`src/rtl/ring_scan_display.sv`:
```
// Checks a one-hot ring phase bus, counts revolutions and scans a 4-digit BCD value onto a 7-seg display.
// Latency phase -> an/seg/idx/err 2 cycles; ld_ready drops while a loaded value waits for the next revolution boundary.
module ring_scan_display #(
  parameter int REV_W      = 8,
  parameter bit ALLOW_HOLD = 1'b0
) (
  input  logic             clock,
  input  logic             Resetn,
  input  logic [3:0]       phase,
  input  logic             ld_valid,
  output logic             ld_ready,
  input  logic [15:0]      ld_data,
  input  logic             clr_err,
  output logic [3:0]       an,
  output logic [6:0]       seg,
  output logic [1:0]       idx,
  output logic [REV_W-1:0] rev_cnt,
  output logic             err,
  output logic [1:0]       err_code
);

  logic [3:0]       phase_q, phase_d, prev_q, prev_d;
  logic             run_q, run_d;
  logic [3:0]       an_q, an_d;
  logic [6:0]       seg_q, seg_d;
  logic [1:0]       idx_q, idx_d;
  logic [REV_W-1:0] rev_q, rev_d;
  logic             err_q, err_d;
  logic [1:0]       code_q, code_d;
  logic [15:0]      pend_q, pend_d, shadow_q, shadow_d;
  logic             pend_full_q, pend_full_d;

  logic       zero_hot, multi_hot, cur_legal, prev_legal, seq_err, wrap, accept;
  logic [3:0] succ, digit;
  logic [1:0] new_code, cur_idx;

  function automatic logic [6:0] seg_decode(input logic [3:0] d);
    logic [6:0] s;
    case (d)
      4'd0:    s = 7'b1000000;
      4'd1:    s = 7'b1111001;
      4'd2:    s = 7'b0100100;
      4'd3:    s = 7'b0110000;
      4'd4:    s = 7'b0011001;
      4'd5:    s = 7'b0010010;
      4'd6:    s = 7'b0000010;
      4'd7:    s = 7'b1111000;
      4'd8:    s = 7'b0000000;
      4'd9:    s = 7'b0010000;
      default: s = 7'b0111111;
    endcase
    return s;
  endfunction

  always_comb begin
    zero_hot   = (phase_q == 4'b0000);
    multi_hot  = ((phase_q & (phase_q - 4'd1)) != 4'b0000);
    cur_legal  = !zero_hot && !multi_hot;
    prev_legal = (prev_q != 4'b0000) && ((prev_q & (prev_q - 4'd1)) == 4'b0000);
    succ       = {prev_q[0], prev_q[3:1]};
    seq_err    = cur_legal && prev_legal && (phase_q != succ) &&
                 !(ALLOW_HOLD && (phase_q == prev_q));
    // phase_q still holds its reset value until the first post-reset sample lands
    new_code = 2'd0;
    if (run_q) begin
      if (zero_hot)       new_code = 2'd1;
      else if (multi_hot) new_code = 2'd2;
      else if (seq_err)   new_code = 2'd3;
    end
    wrap   = (prev_q == 4'b0010) && (phase_q == 4'b0001) && (new_code == 2'd0);
    accept = ld_valid && !pend_full_q;
    case (phase_q)
      4'b1000: cur_idx = 2'd1;
      4'b0100: cur_idx = 2'd2;
      4'b0010: cur_idx = 2'd3;
      default: cur_idx = 2'd0;
    endcase
  end

  always_comb begin
    phase_d     = phase;
    prev_d      = phase_q;
    run_d       = 1'b1;
    an_d        = an_q;
    seg_d       = seg_q;
    idx_d       = idx_q;
    rev_d       = rev_q;
    err_d       = err_q;
    code_d      = code_q;
    pend_d      = pend_q;
    pend_full_d = pend_full_q;
    shadow_d    = shadow_q;

    if (new_code != 2'd0) begin
      err_d = 1'b1;
      if (!err_q || clr_err) code_d = new_code;
    end else if (clr_err) begin
      err_d  = 1'b0;
      code_d = 2'd0;
    end

    if (wrap) begin
      rev_d = rev_q + REV_W'(1);
      if (pend_full_q) begin
        shadow_d    = pend_q;
        pend_full_d = 1'b0;
      end
    end
    if (accept) begin
      pend_d      = ld_data;
      pend_full_d = 1'b1;
    end

    // Decode from the post-commit shadow so digit 0 of a new revolution already shows new data
    digit = shadow_d[{cur_idx, 2'b00} +: 4];
    if (cur_legal) begin
      an_d  = ~phase_q;
      idx_d = cur_idx;
      seg_d = seg_decode(digit);
    end else begin
      an_d  = 4'b1111;
      seg_d = 7'b1111111;
    end
  end

  always_ff @(posedge clock) begin
    if (!Resetn) begin
      phase_q     <= 4'b0000;
      prev_q      <= 4'b0000;
      run_q       <= 1'b0;
      an_q        <= 4'b1111;
      seg_q       <= 7'b1111111;
      idx_q       <= 2'd0;
      rev_q       <= '0;
      err_q       <= 1'b0;
      code_q      <= 2'd0;
      pend_q      <= 16'h0000;
      pend_full_q <= 1'b0;
      shadow_q    <= 16'h0000;
    end else begin
      phase_q     <= phase_d;
      prev_q      <= prev_d;
      run_q       <= run_d;
      an_q        <= an_d;
      seg_q       <= seg_d;
      idx_q       <= idx_d;
      rev_q       <= rev_d;
      err_q       <= err_d;
      code_q      <= code_d;
      pend_q      <= pend_d;
      pend_full_q <= pend_full_d;
      shadow_q    <= shadow_d;
    end
  end

  assign ld_ready = !pend_full_q;
  assign an       = an_q;
  assign seg      = seg_q;
  assign idx      = idx_q;
  assign rev_cnt  = rev_q;
  assign err      = err_q;
  assign err_code = code_q;

endmodule

```
`config.mk`:
```
export PLATFORM = sky130hd
export DESIGN_NAME = ring_scan_display
export DESIGN_NICKNAME = d
export VERILOG_FILES = /design/src/rtl/ring_scan_display.sv
export SDC_FILE = /design/constraint.sdc
export NUM_CORES = 1
export LEC_CHECK = 0
export CAP_MARGIN = 20
export CORE_MARGIN = 5
export CORE_UTILIZATION = 42
export DETAILED_ROUTE_END_ITERATION = 8
export PLACE_DENSITY = 0.65
export SETUP_SLACK_MARGIN = 0.4
export SLEW_MARGIN = 30
export SYNTH_ARGS = -nofsm -noshare
export SYNTH_HDL_FRONTEND = slang
export SYNTH_SLANG_ARGS = --single-unit
```
`constraint.sdc`:
```
create_clock -name clock -period 3.35 [get_ports clock]
set_clock_uncertainty 0.15 [all_clocks]
set_input_delay 0.335 -clock clock [delete_from_list [all_inputs] [get_ports clock]]
set_output_delay 0.335 -clock clock [all_outputs]
set_load 0.03 [all_outputs]
```
* After elaboration in Yosys (flattened, before gate mapping)
Memories as Yosys holds them, arrays and structs flattened. A register that Yosys moved wholly into a read port is not among the register bits. Cells that the tools add are included.
Word-level totals: input bits 24, memories kept 1, logic and storage cells 64, flip-flop bits (word level) 59, ROM bits 112, latch bits 0, memory bits (writable) 0, output and inout port bits 25
Cells by class: $lt $le $gt $ge 0, shift-type cells 1, reduce and logical (&&, ||, !) cells 23, add/subtract/negate cells 3, bitwise logic cells 3, div/mod/pow operators 0, eq/ne operators 7, $mul 0, mux-type cells 15
Memories:
- (name not given) | words 16, width 7, read ports 1, clocked after memory_dff 1, wr ports 0, line 39 | case (d)
Operators with widths (number):
- $mux W16 | 2
- $shiftx A16 B5 Y4 | 1
- $mux W2 | 7
- $add A8 B1 Y8 const B | 1
- $and A4 B4 Y4 | 2
- $eq A4 B2 Y1 const B | 2
- $logic_not A4 Y1 | 2
- $reduce_bool A4 Y1 | 2
- $sub A4 B1 Y4 const B | 2
- $logic_and A1 B1 Y1 | 7
- $pmux W2 S3 | 1
- $reduce_bool A2 Y1 | 3
- $logic_not A1 Y1 | 5
- $mux W1 | 5
- $eq A4 B1 Y1 const B | 1
- $eq A4 B3 Y1 const B | 1
- $eq A4 B4 Y1 const B | 1
- $ne A4 B4 Y1 | 1
- $not A4 Y4 | 1
- $reduce_and A2 Y1 | 2
- $logic_not A2 Y1 | 1
- $ne A2 B1 Y1 const B | 1
- $logic_or A1 B1 Y1 | 1

* Depth between registers and ports, before layout
Gate-level depths: netlist (run 1).
depth after elaboration 15, depth in mapped cells 12

* Worst setup path before layout (run 1)
Ideal clock, no wire load.
path kind register to register, start point reg prev_q[0], end point reg seg_q[1], in the netlist seg[1], slack 0.615 ns, required time 3.069 ns, arrival time 2.453 ns, period minus slack after synthesis 2.735 ns, stages on the path, launching flop included 11, path through dfxtp_1 -> or4b_4 -> or3_1 -> clkbuf_2 -> buf_2 -> a221oi_1 -> nor3_1 -> inv_1 -> ha_1 -> a21oi_1 -> o21ai_1
On the way: cells in the longest elaborated chain, start to end 14, elaborated cells on any way between the ends 18
RTL lines:
- from (decl) | line 22 | logic [3:0] phase_q, phase_d, prev_q, prev_d;
- from (signal assigned) | line 142 | prev_q <= prev_d;
- $sub A4 B1 Y4 | line 59 | prev_legal = (prev_q != 4'b0000) && ((prev_q & (prev_q - 4'd1)) == 4'b0000);
- $and A4 B4 Y4 | line 59
- $logic_not A4 Y1 | line 59
- $logic_and A1 B1 Y1 | line 59
- $logic_and A1 B1 Y1 (2 in a row) | line 61 | seq_err = cur_legal && prev_legal && (phase_q != succ) &&
- $mux W2 | line 68 | else if (seq_err) new_code = 2'd3;
- $mux W2 | line 67 | else if (multi_hot) new_code = 2'd2;
- $mux W2 | line 66 | if (zero_hot) new_code = 2'd1;
- $mux W2 | line 65 | if (run_q) begin
- $logic_not A2 Y1 | line 70 | wrap = (prev_q == 4'b0010) && (phase_q == 4'b0001) && (new_code == 2'd0);
- $logic_and A1 B1 Y1 (*) | line 70
- $mux W16 (*) | line 102 | if (wrap) begin
- $shiftx A16 B5 Y4 (*) | line 115 | digit = shadow_d[{cur_idx, 2'b00} +: 4];
- to (decl) | line 25 | logic [6:0] seg_q, seg_d;
Mark *: on every way between the ends. The rest lies on a longest branch, timed or not. A chain may end at the register's enable or synchronous reset.

* Worst setup path after layout (run 1)
start point reg prev_q[3], end point reg seg_q[0], in the netlist seg[0]
Same word-level chain as after synthesis.

==> results.md, run 1 <==
* Largest family of logic cells by synthesized area: simple AND/OR/NAND/NOR gates
* Hold EP: shadow_q[11]$_SDFF_PN0_
* Die Area at 8940 sq um
* Post-synth ARST share at 0
* Die Width at 94.5 um
* Number of different library cells in the post-synthesis netlist at 56
* Row count at 30
* Startpoint types: flop
* Pre-CTS setup slack at 0.329 ns
* Clk pin slew, worst setup/hold paths at 0.07 ns
* Vias in the first global route at 2177
* Clk pwr share at 0.465
* Initial antenna violation count at 0
* LEAKAGE at 1.47 nW
* First-pass GRT wire length at 10400 um
* Register area share after synthesis at 0.440
* Root Driver: clkbuf_8
* Part of the power in registers at 0.417
* Fmax at 356 MHz
* #FFs+latches synth at 66
* RR Endpoint: seg[0]$_SDFF_PN1_
* Num CTS Buffers at 9
* Final HPWL DP at 4300 um
* RSZ-0062 raised after global routing: no
* Hold_sp: shadow_q[11]$_SDFF_PN0_
* Crit end category: flop
* Max_cap viols at 0
* Post-synth EDFFs at 0
* DR vias at 2276
* Primary FF master, synth: dfxtp_1
* Outcome: complete, no violations
* Mux contribution to synthesized area at 0.0663
* CTS tree: built
* Number of top-level pins at 49
* Worst min path class: flop to flop
* Syn nets at 354
* Worst r2r path cells at 7
* Drt wl/cell at 13.0 um
* DRT Pass-1 Iters at 4
* Post-route ant nets at 0
* Hold_buf cts at 0
* Die H at 94.5 um
* XOR/XNOR Fraction of Synth Area at 0.0438
* Port Buffers at 48
* Switching Share at 0.220
* Hold Path Depth at 2
* Worst path arrival time at 2.88 ns
* Clk sink count at 66
* Worst VDD drop at 0.217 mV
* CTS max path bufs at 2
* YS warnings at 0
* Avg Cell Area, Syn at 9.32 sq um
* Antenna cell count at 0
* Initial core utilization at 0.437
* Combinational share of power at 0.118
* Worst-Margin Slew at 0.534 ns
* P_sw at 0.000441 W
* Initial drt markers at 98
* Post-CTS sizing at 1
* Synthesized area at 3000 sq um
* Setup violations, final at 0
* Layout cells sized above 1 at 0.121
* Slack of the critical path at 0.542 ns
* Min cycle time layout at 2.81 ns
* DR vias/cell at 4.86
* Clk_lat worst skew at 0.34 ns
* Area grow syn2layout at 29.4%
* Post-synthesis simple-gate area fraction at 0.211
* Core area at 6870 sq um
* Post-synthesis adder-cell area fraction at 0.0367
* CP Max Fanout at 12
* Synth Area in Compound Gates at 0.156
* CP max-delay cell: or4b_4
* Power density cells at 515 nW/um^2
* Drc violations at 0
* R2R Setup Slk at 0.54 ns
* Gr ovfl total at 0
* All-Layer GR Usage at 0.147
* CP Data Required Time at 3.42 ns
* Post-CTS Repair Setup Buffers at 0
* Net count, final at 399
* TNS Setup at 0 ns
* Final WL at 6070 um
* Pint at 0.00156 W
* Max H-tree Level at 3
* Final Hold Violating Endpoints at 0
* RR Startpoint: prev_q[3]$_SDFF_PN0_
* Slew headroom at 0.643
* Largest net degree at the start of global routing at 58
* Cell Chain, Critical Path: or4b_4 > or3_4 > mux4_1 > mux2i_2 > inv_2 > nor4b_2 > a21oi_1
* Synth Instances at 322
* Final slew viol count at 0
* CP Class: flop to flop
* RePlAce Congestion at 0.827
* Final Cycle Share at 0.838
* CP peak stage delay at 0.56 ns
[critical path, delay by kind of cell, from the launching register on]
| family | cells | cell delay [ns] |
|---|---|---|
| buffers and inverters | 1 | 0.14 |
| AO/OA/AOI/OAI | 1 | 0.07 |
| flip-flops | 1 | 0.35 |
| multiplexers | 2 | 0.56 |
| AND/OR/NAND/NOR | 3 | 1.41 |
[cells in the mapped netlist (2+ instances only)]
| cell | instances | share of area |
|---|---|---|
| dfxtp_1 | 66 | 0.44 |
| nand2_1 | 54 | 0.068 |
| a21boi_0 | 32 | 0.080 |
| clkbuf_1 | 18 | 0.023 |
| nand3_1 | 17 | 0.028 |
| and2_1 | 16 | 0.033 |
| inv_1 | 9 | 0.011 |
| a21oi_1 | 8 | 0.013 |
| ha_1 | 8 | 0.033 |
| xnor2_1 | 8 | 0.023 |
| xor2_1 | 7 | 0.020 |
| nor2b_1 | 6 | 0.013 |
| nor3_1 | 6 | 0.010 |
| mux2i_1 | 5 | 0.017 |
| nor2_1 | 5 | 0.0063 |
| a211oi_1 | 3 | 0.0075 |
| buf_2 | 3 | 0.0050 |
| mux4_1 | 2 | 0.018 |
| mux4_2 | 2 | 0.015 |
| nand3b_1 | 2 | 0.0050 |
| nand4_1 | 2 | 0.0042 |
| o2111ai_1 | 2 | 0.0058 |
| o211ai_1 | 2 | 0.0050 |
| o21a_1 | 2 | 0.0050 |
| o21ai_0 | 2 | 0.0033 |
| o22ai_1 | 2 | 0.0042 |
| or3_1 | 2 | 0.0042 |
| or3b_2 | 2 | 0.0058 |
| or4b_4 | 2 | 0.0092 |
[worst max path at each step]
| stage | start | to | slack, ns | cells after the start |
|---|---|---|---|---|
| floorplan | prev_q[0]$_SDFF_PN0_ | seg[1]$_SDFF_PN1_ | 0.62 | 10 |
| global placement | phase_q[0]$_SDFF_PN0_ | seg[0]$_SDFF_PN1_ | 0.43 | 7 |
| detailed placement | phase_q[0]$_SDFF_PN0_ | seg[0]$_SDFF_PN1_ | 0.33 | 7 |
| CTS | phase_q[2]$_SDFF_PN0_ | seg[0]$_SDFF_PN1_ | 0.40 | 8 |
| global route | prev_q[0]$_SDFF_PN0_ | seg[1]$_SDFF_PN1_ | 0.41 | 8 |
| finish | prev_q[3]$_SDFF_PN0_ | seg[0]$_SDFF_PN1_ | 0.54 | 7 |
[cell families (layout without fill, tap and decap cells)]
group	after synthesis	in the layout
flip-flops	66	66
XOR/XNOR	15	15
multiplexers	12	12
buffers and inverters	34	84
AND/OR/NAND/NOR	123	123
adder cells (fa/ha/maj)	9	9
AO/OA/AOI/OAI	63	63
[cell type report]
cell class | count | area, sq um
clock buffers | 12 | 165
well taps | 96 | 120
multi-input cells | 222 | 1560
repair buffers | 58 | 556
clock inverters | 4 | 120
inverters | 10 | 37.5
flip-flops and latches | 66 | 1320
fillers | 622 | 2980
[state kept, by name (all words and copies together) (netlist names)]
register     count
err              1
rev_cnt          8
prev_q           4
pend_q          16
idx              2
err_code         2
an               4
phase_q          4
seg              7
pend_full_q      1
shadow_q        16
run_q            1
[metrics by stage]
| step | std cells | instance area, sq um | util | total power [W] | hold WS, ns |
|---|---|---|---|---|---|
| finish | 468 | 3880 | 0.566 | 0.00200 | 0.311 |
| global route | 468 | 3880 | 0.566 | 0.00209 | 0.330 |
| CTS | 468 | 3870 | 0.563 | 0.00202 | 0.316 |
| detailed placement | 452 | 3580 | 0.521 | 0.00109 | 0.306 |
| global placement | 452 | 3580 | 0.521 | 0.00109 | 0.299 |
| floorplan | 322 | 3000 | - | 0.000999 | 0.213 |
[power by group through the flow]
stage | registers, W | clock network, W | logic (W)
finish | 0.000834 | 0.000929 | 0.000237
global route | 0.000838 | 0.000996 | 0.000258
CTS | 0.000834 | 0.000948 | 0.000237
detailed placement | 0.000852 | 0 | 0.000236
global placement | 0.000852 | 0 | 0.000234
floorplan | 0.000875 | 0 | 0.000124
[cells in the final DEF (no fill, tap or decap), types with 9 or more instances in the layout]
| master | instances |
|---|---|
| dfxtp_1 | 65 |
| nand2_1 | 54 |
| clkdlybuf4s50_1 | 48 |
| a21boi_0 | 32 |
| nand3_1 | 17 |
| and2_1 | 16 |
| clkbuf_8 | 12 |
| buf_4 | 10 |
| inv_1 | 9 |
[per-layer routing]
| metal | GRT usage | wire length [um] | vias to the layer above |
|---|---|---|---|
| li1 | - | - | 1195 |
| met1 | 0.197 | 3050 | 1032 |
| met2 | 0.220 | 2670 | 40 |
| met3 | 0.0414 | 251 | 9 |
| met4 | 0.0649 | 102 | 0 |
| met5 | 0 | 0 | - |
(Power assumes the default switching activity.)
==> run 2, diff against run 1 <==
Settings changed: PLACE_DENSITY 0.65 to 0.68.
Clock period 3.35 ns to 2.3 ns, I/O delays scaled along.
==> results.md, run 2 (synthesized netlist as in run 1, its figures left out) <==
* Outcome: finished, violations left
* Failing checks: negative setup slack
* Die Width at 94.5 um
* Pint at 0.00183 W
* Fillers at 584
* DR WL met3 at 277 um
* CTS tree: built
* Pre-CTS setup slack at -0.512 ns
* DR vias/cell at 4.98
* Hold Path Depth at 3
* Final WL at 6930 um
* Row count at 30
* Die H at 94.5 um
* Worst VDD drop at 0.285 mV
* CTS max path bufs at 2
* Min cycle time layout at 2.64 ns
* Drt wl/cell at 13.8 um
* Slew headroom at 0.661
* Hold_buf cts at 0
* Startpoint types: flop
* Initial core utilization at 0.437
* Final cell count without fillers at 502
* Area grow syn2layout at 44.6%
* Met1 WL at 3230 um
* Most common cell after layout, fill and taps aside: dfxtp_1
* DR vias at 2499
* Final Cycle Share at 1.15
* Number of top-level pins at 49
* Initial antenna violation count at 0
* Hold EP: pend_q[12]$_SDFFE_PN0P_
* RR Endpoint: seg[1]$_SDFF_PN1_
* Worst r2r path cells at 7
* Met2 WL at 3320 um
* Final Hold Violating Endpoints at 0
* Clk sink count at 66
* Area of the multi-input gates at 1800 sq um
* Max H-tree Level at 3
* All-Layer GR Usage at 0.164
* Fmax at 379 MHz
* Vias in the first global route at 2466
* RSZ-0062 raised after global routing: yes
* Gr ovfl total at 0
* Most frequent cells in the layout: 62 x dfxtp_1, 52 x nand2_1, 45 x clkdlybuf4s50_1
* Top Metal Used: met4
* Clk_lat worst skew at 0.34 ns
* Placed Instances at 478
* Crit end category: flop
* Max_cap viols at 0
* Die Area at 8940 sq um
* Final slew viol count at 0
* First-pass GRT wire length at 11600 um
* Combinational share of power at 0.168
* Initial drt markers at 50
* CP Max Fanout at 5
* Hold_sp: ld_data[12]
* Final HPWL DP at 4610 um
* Worst-Margin Slew at 0.508 ns
* Worst min path class: primary input to flop
* Core area at 6870 sq um
* Worst path arrival time at 2.72 ns
* Antenna cell count at 0
* R2R Setup Slk at -0.34 ns
* Reg area at 1330 sq um
* Layout cells sized above 1 at 0.296
* Drc violations at 0
* Clk pwr share at 0.354
* Setup violations, final at 7
* Post-route ant nets at 0
* LEAKAGE at 1.66 nW
* Part of the power in registers at 0.478
* Switching Share at 0.280
* Clk pin slew, worst setup/hold paths at 0.08 ns
* Num CTS Buffers at 9
* Root Driver: clkbuf_8
* Port Buffers at 48
* CP Class: flop to flop
* P_sw at 0.000712 W
* Slack of the critical path at -0.339 ns
* Total chip power at 0.00254 W
* Power density cells at 586 nW/um^2
* CP Data Required Time at 2.38 ns
* Largest net degree at the start of global routing at 58
* RePlAce Congestion at 0.773
* DRT Pass-1 Iters at 4
* RR Startpoint: phase_q[1]$_SDFF_PN0_
* Net count, final at 433
-- run 2: changes by cell type in the layout (fill, tap and decap cells not counted), sizes merged --
cell	change
clkinvlp	+3
inv	+2
buf	+33
clkdlybuf4s50	-3
bufinv	-4
dlymetal6s2s	+2
clkbuf	-2
or3	+1
clkinv	+1
dlygate4sd2	+1
-- run 2: how the worst max path moves through the flow --
stage | from | endpoint | cells after the start
2_1_floorplan | prev_q[0]$_SDFF_PN0_ | seg[1]$_SDFF_PN1_ | 10
3_3_place_gp | prev_q[0]$_SDFF_PN0_ | seg[5]$_SDFF_PN1_ | 6
3_5_place_dp | prev_q[0]$_SDFF_PN0_ | seg[5]$_SDFF_PN1_ | 8
4_1_cts | phase_q[2]$_SDFF_PN0_ | seg[5]$_SDFF_PN1_ | 8
5_1_grt | phase_q[1]$_SDFF_PN0_ | seg[3]$_SDFF_PN1_ | 7
6_report | phase_q[1]$_SDFF_PN0_ | seg[1]$_SDFF_PN1_ | 7
-- run 2: metal layers --
layer / up-vias / GRT usage
li1: 1268 / -
met1: 1170 / 0.212
met5: - / 0
met3: 10 / 0.0446
met4: 0 / 0.0517
met2: 51 / 0.267
-- run 2: final cells by class --
type | instances | share of cell area
well taps | 96 | 0.0277
clock inverters | 6 | 0.0112
clock buffers | 10 | 0.0317
repair buffers | 91 | 0.201
inverters | 10 | 0.00922
flip-flops and latches | 66 | 0.305
multi-input cells | 223 | 0.414
-- run 2: stage by stage --
stage / TNS, ns / hold slack [ns] / area, sq um / util
floorplan: -2.17 / 0.108 / 3050 / -
global placement: -2.70 / 0.300 / 3800 / 0.554
detailed placement: -3.45 / 0.308 / 3800 / 0.554
CTS: -2.30 / 0.280 / 4240 / 0.618
global route: -2.84 / 0.297 / 4340 / 0.632
finish: -2.25 / 0.289 / 4340 / 0.632
-- run 2: power groups by stage --
stage / combinational (W) / clock [W] / sequential, W
final: 0.000428 / 0.000899 / 0.00122
after CTS: 0.000422 / 0.000917 / 0.00121
after detailed placement: 0.000396 / 0 / 0.00124
after floorplan: 0.000189 / 0 / 0.00127
after global routing: 0.000461 / 0.000975 / 0.00122
after global placement: 0.000387 / 0 / 0.00124
-- run 2: timing repair --
action                                  CTS  global route
gates resized for setup                  62            24
pin swaps                                14             8
buffers inserted                          6             0
endpoints found under the setup margin   38            39
endpoints found under the hold margin     0             0
gates cloned                              2             0
-- run 2: worst max-delay path, stage by stage, from the launching register on --
cell     delay (ns)
dfxtp_2        0.32
or4b_4         0.55
or3_4          0.44
mux4_2         0.34
mux2i_4        0.22
ha_1           0.29
a21oi_1        0.14
o21ai_1        0.07
==> run 3, diff against run 2 <==
--- a/config.mk
+++ b/config.mk
@@ -6,4 +6,5 @@
 export NUM_CORES = 1
 export LEC_CHECK = 0
+export ABC_CLOCK_PERIOD_IN_PS = 2300
 export CAP_MARGIN = 20
 export CORE_MARGIN = 5
==> constraint.sdc (replaced) <==
create_clock -name clock -period 2.3 [get_ports clock]
set_clock_uncertainty 0.15 [all_clocks]
set_input_delay 0.46 -clock clock [delete_from_list [all_inputs] [get_ports clock]]
set_output_delay 0.46 -clock clock [all_outputs]
set_load 0.03 [all_outputs]
==> results.md, run 3 (synthesized netlist as in run 1, its figures left out) <==
* Root Driver: clkbuf_8
* Final Cycle Share at 1.15
* Initial drt markers at 62
* Number of top-level pins at 49
* CP max-delay cell: or4b_4
* Area grow syn2layout at 43.4%
* Worst VDD drop at 0.285 mV
* All-Layer GR Usage at 0.164
* Clk pin slew, worst setup/hold paths at 0.07 ns
* Max_cap viols at 0
* Final slew viol count at 0
* Most common cell after layout, fill and taps aside: dfxtp_1
* Drt wl/cell at 13.8 um
* CTS tree: built
* DRT Pass-1 Iters at 4
* Clk_lat worst skew at 0.33 ns
* RePlAce Congestion at 0.773
* Fin Hold WS at 0.305 ns
* Initial core utilization at 0.437
* Final Hold Violating Endpoints at 0
* Drc violations at 0
* Hold_buf cts at 0
* Worst path arrival time at 2.72 ns
* Layout cells sized above 1 at 0.298
* Clk pwr share at 0.356
* CP Data Required Time at 2.38 ns
* Min cycle time layout at 2.64 ns
* Initial antenna violation count at 0
* CP peak stage delay at 0.55 ns
* RSZ-0062 raised after global routing: yes
* Net count, final at 433
* Switching Share at 0.281
* Combinational share of power at 0.164
* Largest net degree at the start of global routing at 58
* Port Buffers at 48
* Slew headroom at 0.661
* Post-route ant nets at 0
* LEAKAGE at 1.66 nW
* Die H at 94.5 um
* Startpoint types: flop
* Total chip power at 0.00253 W
* Clk sink count at 66
* Most frequent cells in the layout: 62 x dfxtp_1, 52 x nand2_1, 31 x buf_4
* Outcome: finished, violations left
* Worst min path class: flop to flop
* Power density cells at 587 nW/um^2
* Antenna cell count at 0
* Final WL at 6930 um
* Vias in the first global route at 2466
* Gr ovfl total at 0
* CP delay by family, top: simple AND/OR/NAND/NOR gates
* Part of the power in registers at 0.481
* Die Area at 8940 sq um
* DR vias/cell at 4.99
* Fmax at 379 MHz
* First-pass GRT wire length at 11600 um
* Pint at 0.00182 W
* Die Width at 94.5 um
* CP Max Fanout at 5
* Final HPWL DP at 4610 um
* Cell Chain, Critical Path: or4b_4 > or3_4 > mux4_2 > mux2i_4 > ha_1 > a21oi_1 > o21ai_1
* Failing checks: negative setup slack
* Setup violations, final at 7
* CP Class: flop to flop
* P_sw at 0.000710 W
* Worst-Margin Slew at 0.507 ns
* CTS max path bufs at 2
* Crit end category: flop
* Worst Path Buf+Inv at 0
* Slack of the critical path at -0.339 ns
* Num CTS Buffers at 9
* Max H-tree Level at 3
* Row count at 30
* DR vias at 2504
* Core area at 6870 sq um
## run 3: cell types whose count changed in the layout (fill, tap and decap cells not counted), sizes merged
cell | previous run | this run
dlymetal6s2s | 2 | 0
clkdlybuf4s50 | 45 | 23
clkbuf | 10 | 11
dlygate4sd2 | 1 | 24
## run 3: power groups by stage
stage,Sequential [W],Combinational [W],Clock (W)
6_report,0.00121,0.000414,0.000898
5_1_grt,0.00122,0.000447,0.000975
4_1_cts,0.00121,0.000408,0.000917
3_5_place_dp,0.00124,0.000396,0
3_3_place_gp,0.00124,0.000387,0
2_1_floorplan,0.00127,0.000189,0
## run 3: worst paths after layout
| kind | from | endpoint | slack (ns) | cells after the start |
|---|---|---|---|---|
| worst max-delay path | phase_q[1]$_SDFF_PN0_ | seg[1]$_SDFF_PN1_ | -0.34 | 7 |
| worst min-delay path | shadow_q[1]$_SDFF_PN0_ | shadow_q[1]$_SDFF_PN0_ | 0.30 | 2 |
| worst max register to register | phase_q[1]$_SDFF_PN0_ | seg[1]$_SDFF_PN1_ | -0.34 | 7 |
| worst min register to register | shadow_q[1]$_SDFF_PN0_ | shadow_q[1]$_SDFF_PN0_ | 0.30 | 2 |
## run 3: final cells by class
| type | count | area (sq um) |
|---|---|---|
| Sequential cell | 66 | 1330 |
| Clock buffer | 10 | 138 |
| Multi-Input combinational cell | 223 | 1800 |
| Fill cell | 596 | 2570 |
| Clock inverter | 6 | 48.8 |
| Inverter | 10 | 40.0 |
| Timing Repair Buffer | 91 | 833 |
| Tap cell | 96 | 120 |
## run 3: worst register-to-register path, cell delays in order (launching register included)
cell	delay, ns
dfxtp_2	0.32
or4b_4	0.55
or3_4	0.44
mux4_2	0.34
mux2i_4	0.23
ha_1	0.30
a21oi_1	0.14
o21ai_1	0.07
## run 3: layer usage
metal / wire length (um) / track usage
met5: 0 / 0
met4: 102 / 0.0517
met3: 282 / 0.0446
met2: 3320 / 0.267
met1: 3230 / 0.212
## run 3: what timing repair did
action | 4_1_cts | 5_1_grt
gates cloned | 2 | 0
setup endpoints to repair | 62 | 38
gates resized for setup | 87 | 23
pin swaps | 14 | 8
setup buffers | 6 | 0
## run 3: metrics by stage
stage / setup slack, ns / TNS (ns) / cells / cell area (sq um) / utilization
2_1_floorplan: -0.337 / -2.17 / 322 / 3050 / -
3_3_place_gp: -0.373 / -2.70 / 478 / 3800 / 0.554
3_5_place_dp: -0.512 / -3.45 / 478 / 3800 / 0.554
4_1_cts: -0.353 / -2.30 / 502 / 4210 / 0.613
5_1_grt: -0.431 / -2.84 / 502 / 4300 / 0.626
6_report: -0.339 / -2.25 / 502 / 4300 / 0.626
